==> src/rtl/multicycle_ctrl.sv <==
// Multicycle control FSM for the 16-bit GATE core: sequences fetch/decode/execute,
// waits on the memory ready handshake and stops the core on HALT, illegal opcodes or a hung access.
module multicycle_ctrl #(
    parameter int unsigned WAIT_MAX    = 15,
    parameter bit          RESET_PC_EN = 1'b1
) (
    input  logic        CLK,
    input  logic        RST_N,
    input  logic [15:0] instruction,
    input  logic        zero,
    input  logic        mem_ready,
    output logic        instrWrite,
    output logic        regWrite,
    output logic        ALUSrcA,
    output logic        ALUSrcB,
    output logic [2:0]  ALUOp,
    output logic [1:0]  numBits,
    output logic        immShift,
    output logic        DOrS,
    output logic        memToReg,
    output logic        IorD,
    output logic        memRead,
    output logic        memWrite,
    output logic        PCWrite,
    output logic        PCWriteCond,
    output logic        branchNe,
    output logic [1:0]  PCSrc,
    output logic        halted,
    output logic [1:0]  err,
    output logic [3:0]  dbg_state_o
);

    // Handshake: the controller holds memRead/memWrite (and IorD) for every cycle it sits in
    // FETCH, MEM_RD or MEM_WR; a cycle with mem_ready=1 in one of those states completes the
    // access and the FSM advances on that edge. mem_ready in any other state is ignored.

    typedef enum logic [3:0] {
        S_FETCH    = 4'd0,
        S_DECODE   = 4'd1,
        S_EXEC_R   = 4'd2,
        S_EXEC_I   = 4'd3,
        S_ALU_WB   = 4'd4,
        S_MEM_ADDR = 4'd5,
        S_MEM_RD   = 4'd6,
        S_MEM_WB   = 4'd7,
        S_MEM_WR   = 4'd8,
        S_BRANCH   = 4'd9,
        S_JUMP     = 4'd10,
        S_STOP     = 4'd11
    } state_e;

    localparam logic [2:0] ALU_ADD   = 3'd0;
    localparam logic [2:0] ALU_SUB   = 3'd1;
    localparam logic [2:0] ALU_PASSB = 3'd4;

    localparam logic [1:0] ERR_NONE    = 2'd0;
    localparam logic [1:0] ERR_ILLEGAL = 2'd1;
    localparam logic [1:0] ERR_TIMEOUT = 2'd2;

    state_e     state_q, state_d;
    logic [7:0] wait_q, wait_d;
    logic [1:0] err_q, err_d;
    logic       first_q, first_d;

    logic [3:0] opcode;
    logic       waiting;
    logic       timeout;
    logic       unused_inputs;

    assign opcode        = instruction[15:12];
    assign unused_inputs = ^{zero, instruction[11:0]};
    assign dbg_state_o   = state_q;

    always_ff @(posedge CLK or negedge RST_N) begin
        if (!RST_N) begin
            state_q <= S_FETCH;
            wait_q  <= 8'd0;
            err_q   <= ERR_NONE;
            first_q <= 1'b1;
        end else begin
            state_q <= state_d;
            wait_q  <= wait_d;
            err_q   <= err_d;
            first_q <= first_d;
        end
    end

    always_comb begin
        state_d = state_q;
        wait_d  = wait_q;
        err_d   = err_q;
        first_d = first_q;
        waiting = (state_q == S_FETCH) || (state_q == S_MEM_RD) || (state_q == S_MEM_WR);
        // Ready on the last allowed cycle completes the access instead of timing out.
        timeout = waiting && !mem_ready && (wait_q == 8'(WAIT_MAX - 1));
        if (waiting) begin
            wait_d = mem_ready ? 8'd0 : wait_q + 8'd1;
        end
        case (state_q)
            S_FETCH: begin
                if (mem_ready) begin
                    state_d = S_DECODE;
                    first_d = 1'b0;
                end
            end
            S_DECODE: begin
                case (opcode)
                    4'h0, 4'h1, 4'h2, 4'h3: state_d = S_EXEC_R;
                    4'h4, 4'h5:             state_d = S_EXEC_I;
                    4'h6, 4'h7:             state_d = S_MEM_ADDR;
                    4'h8, 4'h9:             state_d = S_BRANCH;
                    4'hA:                   state_d = S_JUMP;
                    4'hF: begin
                        state_d = S_STOP;
                        err_d   = ERR_NONE;
                    end
                    default: begin
                        state_d = S_STOP;
                        err_d   = ERR_ILLEGAL;
                    end
                endcase
            end
            S_EXEC_R, S_EXEC_I: state_d = S_ALU_WB;
            S_ALU_WB:           state_d = S_FETCH;
            S_MEM_ADDR:         state_d = (opcode == 4'h7) ? S_MEM_WR : S_MEM_RD;
            S_MEM_RD:           if (mem_ready) state_d = S_MEM_WB;
            S_MEM_WB:           state_d = S_FETCH;
            S_MEM_WR:           if (mem_ready) state_d = S_FETCH;
            S_BRANCH, S_JUMP:   state_d = S_FETCH;
            default:            state_d = S_STOP;
        endcase
        if (timeout) begin
            state_d = S_STOP;
            err_d   = ERR_TIMEOUT;
        end
        if ((state_d != state_q) &&
            ((state_d == S_FETCH) || (state_d == S_MEM_RD) || (state_d == S_MEM_WR))) begin
            wait_d = 8'd0;
        end
    end

    always_comb begin
        instrWrite  = 1'b0;
        regWrite    = 1'b0;
        ALUSrcA     = 1'b0;
        ALUSrcB     = 1'b0;
        ALUOp       = ALU_ADD;
        numBits     = 2'd0;
        immShift    = 1'b0;
        DOrS        = 1'b0;
        memToReg    = 1'b0;
        IorD        = 1'b0;
        memRead     = 1'b0;
        memWrite    = 1'b0;
        PCWrite     = 1'b0;
        PCWriteCond = 1'b0;
        branchNe    = 1'b0;
        PCSrc       = 2'd0;
        halted      = 1'b0;
        err         = ERR_NONE;
        // Outputs are forced low while reset is held so nothing fires during an abort.
        if (RST_N) begin
            case (state_q)
                S_FETCH: begin
                    memRead    = 1'b1;
                    ALUSrcB    = 1'b1;
                    // IR and PC must load on the completing cycle itself.
                    instrWrite = mem_ready;
                    PCWrite    = mem_ready && (RESET_PC_EN || !first_q);
                end
                S_DECODE: begin
                    ALUSrcB = 1'b1;
                    numBits = 2'd1;
                end
                S_EXEC_R: begin
                    ALUSrcA = 1'b1;
                    ALUOp   = {1'b0, opcode[1:0]};
                end
                S_EXEC_I: begin
                    ALUSrcA  = 1'b1;
                    ALUSrcB  = 1'b1;
                    numBits  = 2'd1;
                    immShift = (opcode == 4'h5);
                    ALUOp    = (opcode == 4'h5) ? ALU_PASSB : ALU_ADD;
                end
                S_ALU_WB: regWrite = 1'b1;
                S_MEM_ADDR: begin
                    ALUSrcA = 1'b1;
                    ALUSrcB = 1'b1;
                end
                S_MEM_RD: begin
                    memRead = 1'b1;
                    IorD    = 1'b1;
                end
                S_MEM_WB: begin
                    regWrite = 1'b1;
                    memToReg = 1'b1;
                end
                S_MEM_WR: begin
                    memWrite = 1'b1;
                    IorD     = 1'b1;
                end
                S_BRANCH: begin
                    ALUSrcA     = 1'b1;
                    ALUOp       = ALU_SUB;
                    PCWriteCond = 1'b1;
                    PCSrc       = 2'd1;
                    branchNe    = (opcode == 4'h9);
                end
                S_JUMP: begin
                    PCWrite = 1'b1;
                    PCSrc   = 2'd2;
                end
                S_STOP: begin
                    halted = 1'b1;
                    err    = err_q;
                end
                default: halted = 1'b1;
            endcase
        end
    end

endmodule
==> config.mk <==
export PLATFORM = sky130hd
export DESIGN_NAME = multicycle_ctrl
export DESIGN_NICKNAME = d
export VERILOG_FILES = /design/src/rtl/multicycle_ctrl.sv
export SDC_FILE = /design/constraint.sdc
export NUM_CORES = 1
export LEC_CHECK = 0
export CORE_MARGIN = 4
export CORE_UTILIZATION = 35
export DETAILED_ROUTE_END_ITERATION = 10
export GPL_TIMING_DRIVEN = 0
export PLACE_DENSITY_LB_ADDON = 0.08
export SETUP_SLACK_MARGIN = 0.4
export SYNTH_ARGS = -nofsm -noshare
export SYNTH_HDL_FRONTEND = slang
export SYNTH_SLANG_ARGS = --single-unit
==> constraint.sdc <==
create_clock -name CLK -period 4.85 [get_ports CLK]
set_input_delay 0.97 -clock CLK [delete_from_list [all_inputs] [get_ports CLK]]
set_output_delay 0.97 -clock CLK [all_outputs]
set_load 0.02 [all_outputs]
### After elaboration in Yosys (flattened, before gate mapping)

Index checks and enable logic that the tools add are counted.
W data, S select, Z words.

| operators by class | value |
|---|---|
| add/subtract/negate cells | 1 |
| equal/unequal tests | 27 |
| muxes and demuxes | 48 |
| reductions and logical operators | 28 |

Operator list:

| operator | number |
|---|---|
| $eq A4 B3 Y1 const B | 9 |
| $eq A4 B4 Y1 const B | 9 |
| $pmux W4 S7 | 1 |
| $mux W1 | 27 |
| $mux W8 | 3 |
| $reduce_or A11 Y1 | 2 |
| $mux W4 | 5 |
| $pmux W4 S5 | 1 |
| $eq A4 B2 Y1 const B | 4 |
| $reduce_or A2 Y1 | 8 |
| $reduce_or A4 Y1 | 4 |
| $logic_not A4 Y1 | 3 |
| $mux W2 | 5 |
| $pmux W3 S3 | 1 |
| $add A8 B1 Y8 const B | 1 |
| $eq A4 B1 Y1 const B | 2 |
| $eq A8 B4 Y1 const B | 1 |
| $pmux W2 S2 | 2 |
| $mux W3 | 2 |
| $logic_or A1 B1 Y1 | 4 |
| $ne A4 B4 Y1 | 1 |
| $reduce_bool A2 Y1 | 2 |
| $logic_and A1 B1 Y1 | 3 |
| $ne A2 B1 Y1 const B | 1 |
| other kinds (3) | 3 |

| word-level totals | value |
|---|---|
| register bits | 14 |
| input bits | 20 |

### Logic depth before layout (Yosys ltp)

| logic depth | value |
|---|---|
| depth after elaboration | 11 |
| gate-level depth with buffers | 7 |
| depth with buffers taken out | 7 |

### Worst setup path before layout

OpenSTA, ideal clock, no wires.

| timing | value |
|---|---|
| path type | register -> output |
| start | reg state_q[3] (netlist: dbg_state_o[3]) |
| end | out PCWrite |
| data arrival time | 1880 ps |
| data required time | 3880 ps |
| path slack | 2000 ps |
| cell stages (with the launch flop) | 6 |
| cell sequence | dfrtp_1 -> clkbuf_1 -> nor2b_1 -> nand2_1 -> nor3_1 -> or2_2 |

| on the way | value |
|---|---|
| longest elaborated chain between the ends | 3 |

Ends and longest elaborated chain:

| element | RTL line | text |
|---|---|---|
| start, declared | 60 | `state_e state_q, state_d;` |
| start signal, assigned | 81 | `state_q <= state_d;` |
| $eq A4 B4 Y1 / $logic_not A4 Y1 (equally long branches) | 163 | `case (state_q)` |
| $pmux W1 S2 (*) | 163 |  |
| $mux W1 (*) | 162 | `if (RST_N) begin` |
| end, declared | 24 | `output logic PCWrite,` |

Every way passes the cells marked *; elsewhere a longest branch is shown, timed or not.

### Final worst setup path

| timing | value |
|---|---|
| start | in RST_N |
| end | out immShift |

| on the way | value |
|---|---|
| longest elaborated chain between the ends | 1 |

Ends and longest elaborated chain:

| element | RTL line | text |
|---|---|---|
| start, declared | 8 | `input logic RST_N,` |
| $mux W1 | 162 |  |
| end, declared | 18 | `output logic immShift,` |

Every way passes these cells.

==> flow_summary.toml <==
[run_status]
status = "completed"

[setup_path]
path_delay_family = "buffers and inverters"
cp-end-kind = "output pin"
cp_data_arrival_time_ns = 3.19
crit_fanout = 18
r2r_slack_ns = 2.86
cpMaxStageDelayCell = "clkdlybuf4s15_1"
critical_path_required_ns = 3.88
crit_path_cell_trace = "clkdlybuf4s15_1, nand2b_1, nor2_1, nand4b_1, nor3b_1, clkdlybuf4s50_1"
critPathBufInv = 2
slowest_delay_ns = 0.69
path_class = "primary input to output pin"
start_kind = "primary input"

[cts]
clk_latency_ns = 0.28
clk_path_buf_depth = 2
cts_num_sinks = 14
clkTransAtPathRegs_ns = 0.08
h-tree-depth = 1
cts_tree = "built"
cts_setup_buffers = 0
cts_made_buffers = 3
cts-root-buf = "clkbuf_4"

[drt]
drc = 0
wl_per_cell_um = 14.9
drtIter0Drc = 57
vias = 1295
via_per_inst = 5.56
drt-total-wl_mm = 3.47
drtPass1Iterations = 4
final_antenna_net_count = 0

[placed_design]
place.gp.congestion = 0.838
io_buffers = 31
dp_hpwl_mm = 2.58

[timing]
hold_viol = 0
fmax_mhz = 240
whs_ns = 0.523
rsz0062_at_grt = "false"
slew_headroom = 0.471
period_needed_ns = 4.16
drv_slew = 0
worstMarginPinSlew_ns = 0.794
tns_ns = 0
setup_viol = 0
post-route-period-util = 0.858
finalClockSkew_ns = 0.00164

[synth]
synth.largest_area_cell = "dfrtp_1"
ys_async_sr_fraction = 1.00
ys.flop_type = "dfrtp_1"
syn-cell-area_um2 = 1180
synth-seq-area-share = 0.297
synth_edf_count = 0
synth_cell_types = 42
synth_top_area_share = 0.297
synth_seq_cells = 14
yosys-top-cells-area = "dfrtp_1 30%, nor2_1 6.7%, a21oi_1 4.7%"
yosys_warnings = 0
yosysMostFrequentCell = "nor2_1"
avgSynthCellArea_um2 = 7.67
synth_commonest_cells = "21 x nor2_1, 14 x dfrtp_1, 11 x a21oi_1"
syn_inst = 154

[floorplan]
fp.dieH_um = 66.1
coreArea_um2 = 3130
initial_utilization = 0.378
dieArea_um2 = 4370
die_x_um = 66.1
rows = 20
num_io_pins = 47

[grt]
grt_max_degree = 19
grt_pass1_wl_mm = 5.75
grt_pass1_vias = 1216
grtUsageTotal = 0.167
grt-ovfl-total = 0
antenna_found_initial = 0

[pwr]
p_leak_uw = 0.000647
cellPowerDensity_nw_per_um2 = 464
peakVddDrop_uv = 162

[final_layout]
fill_cells = 328
drive_gt1_frac = 0.0847
fin_nets = 213
diodes = 0
syn_to_final_growth_pct = 33.2
utilization = 0.503

[flow_run]
drv_cap = 0

[min_path]
hold_path.class = "register to register"
-- kinds of logic after synthesis --
logic type      after synthesis  synth area share
compound gates               38             0.206
fa+ha+maj                     2            0.0212
buf+inv                      15            0.0593
flops                        14             0.297
mux                           3            0.0254
other cells                   1           0.00317
simple gates                 81             0.389
-- layer usage --
metal  GRT usage  up-vias  wire (um)  share of wire
li1            -      624          -              -
met1       0.236      608       1620           0.47
met2       0.258       59       1580           0.46
met3      0.0408        4        241          0.070
met4      0.0330        0         28         0.0081
met5           0        -          0              0
-- worst reg2reg max path, stage by stage (launching register included) --
cell	delay [ns]
dfrtp_1	0.41
buf_2	0.20
and2_1	0.22
o21ai_0	0.41
nand2b_4	0.11
nor3_4	0.41
nor2_1	0.10
-- per-stage QoR --
| step | instances | cell area [um^2] | power, uW | worst slack [ns] |
|---|---|---|---|---|
| 6_report | 233 | 1570 | 730 | 0.688 |
| 5_1_grt | 233 | 1570 | 785 | 0.408 |
| 2_1_floorplan | 155 | 1180 | 487 | 2.00 |
| 3_3_place_gp | 230 | 1550 | 650 | 0.419 |
| 4_1_cts | 233 | 1570 | 729 | 0.560 |
| 3_5_place_dp | 230 | 1550 | 661 | 0.297 |
-- sequential cells by signal, indices dropped and copies added, names as in the netlist --
| register | flops |
|---|---|
| dbg_state_o | 4 |
| err_q | 2 |
| wait_q | 8 |
-- worst paths after layout --
kind / startpoint / to / depth (start not counted)
hold reg to reg: err_q[0] / err_q[0] / 2
hold / removal: err_q[0] / err_q[0] / 2
setup reg to reg: dbg_state_o[1] / wait_q[1] / 6
min in group asynchronous: RST_N / wait_q[7] / 1
setup / recovery: RST_N / immShift / 6
max in group asynchronous: RST_N / dbg_state_o[2] / 1
-- report_power, final --
group | total [uW] | internal, uW | switching [uW]
Combinational | 489 | 190 | 300
Sequential | 175 | 140 | 35.2
Clock | 64.8 | 28.8 | 36.0
-- final cells by class --
| class | count | area, um^2 | area share |
|---|---|---|---|
| buffer | 10 | 51.3 | 0.0326 |
| inverter | 5 | 18.8 | 0.0119 |
| tap | 44 | 55.1 | 0.0350 |
| timing repair buffer | 31 | 310 | 0.197 |
| multi-input combinational | 126 | 764 | 0.486 |
| sequential | 14 | 350 | 0.223 |
| clock buffer | 3 | 22.5 | 0.0143 |
-- cell usage in the layout, fill, tap and decap left out, drive strengths merged --
cell           count
buf                5
nand2b             4
ha                 2
a22o               1
nor4bb             1
mux2i              3
a31oi              2
clkdlybuf4s50     30
a22oi              1
nor3b              3
and3               5
conb               2
clkdlybuf4s15      1
nor2b              4
o21ai             11
or4                2
inv                5
dfrtp             14
o21bai             1
or2                3
and3b              2
o2111a             1
o22ai              2
nand4b             2
clkbuf             8
nand2             10
o41ai              1
nor2              22
a21oi             11
a211o              2
and4               1
nor4b              1
and2               4
a211oi             4
a2111oi            1
nand3b             3
nand3              5
nor3               9
-- repair_timing --
| action | 4_1_cts | 5_1_grt |
|---|---|---|
| endpoints found under the setup margin | 2 | 2 |
| gates resized for setup | 1 | 1 |
| hold buffers | 0 | 0 |
(Power assumes the default switching activity.)
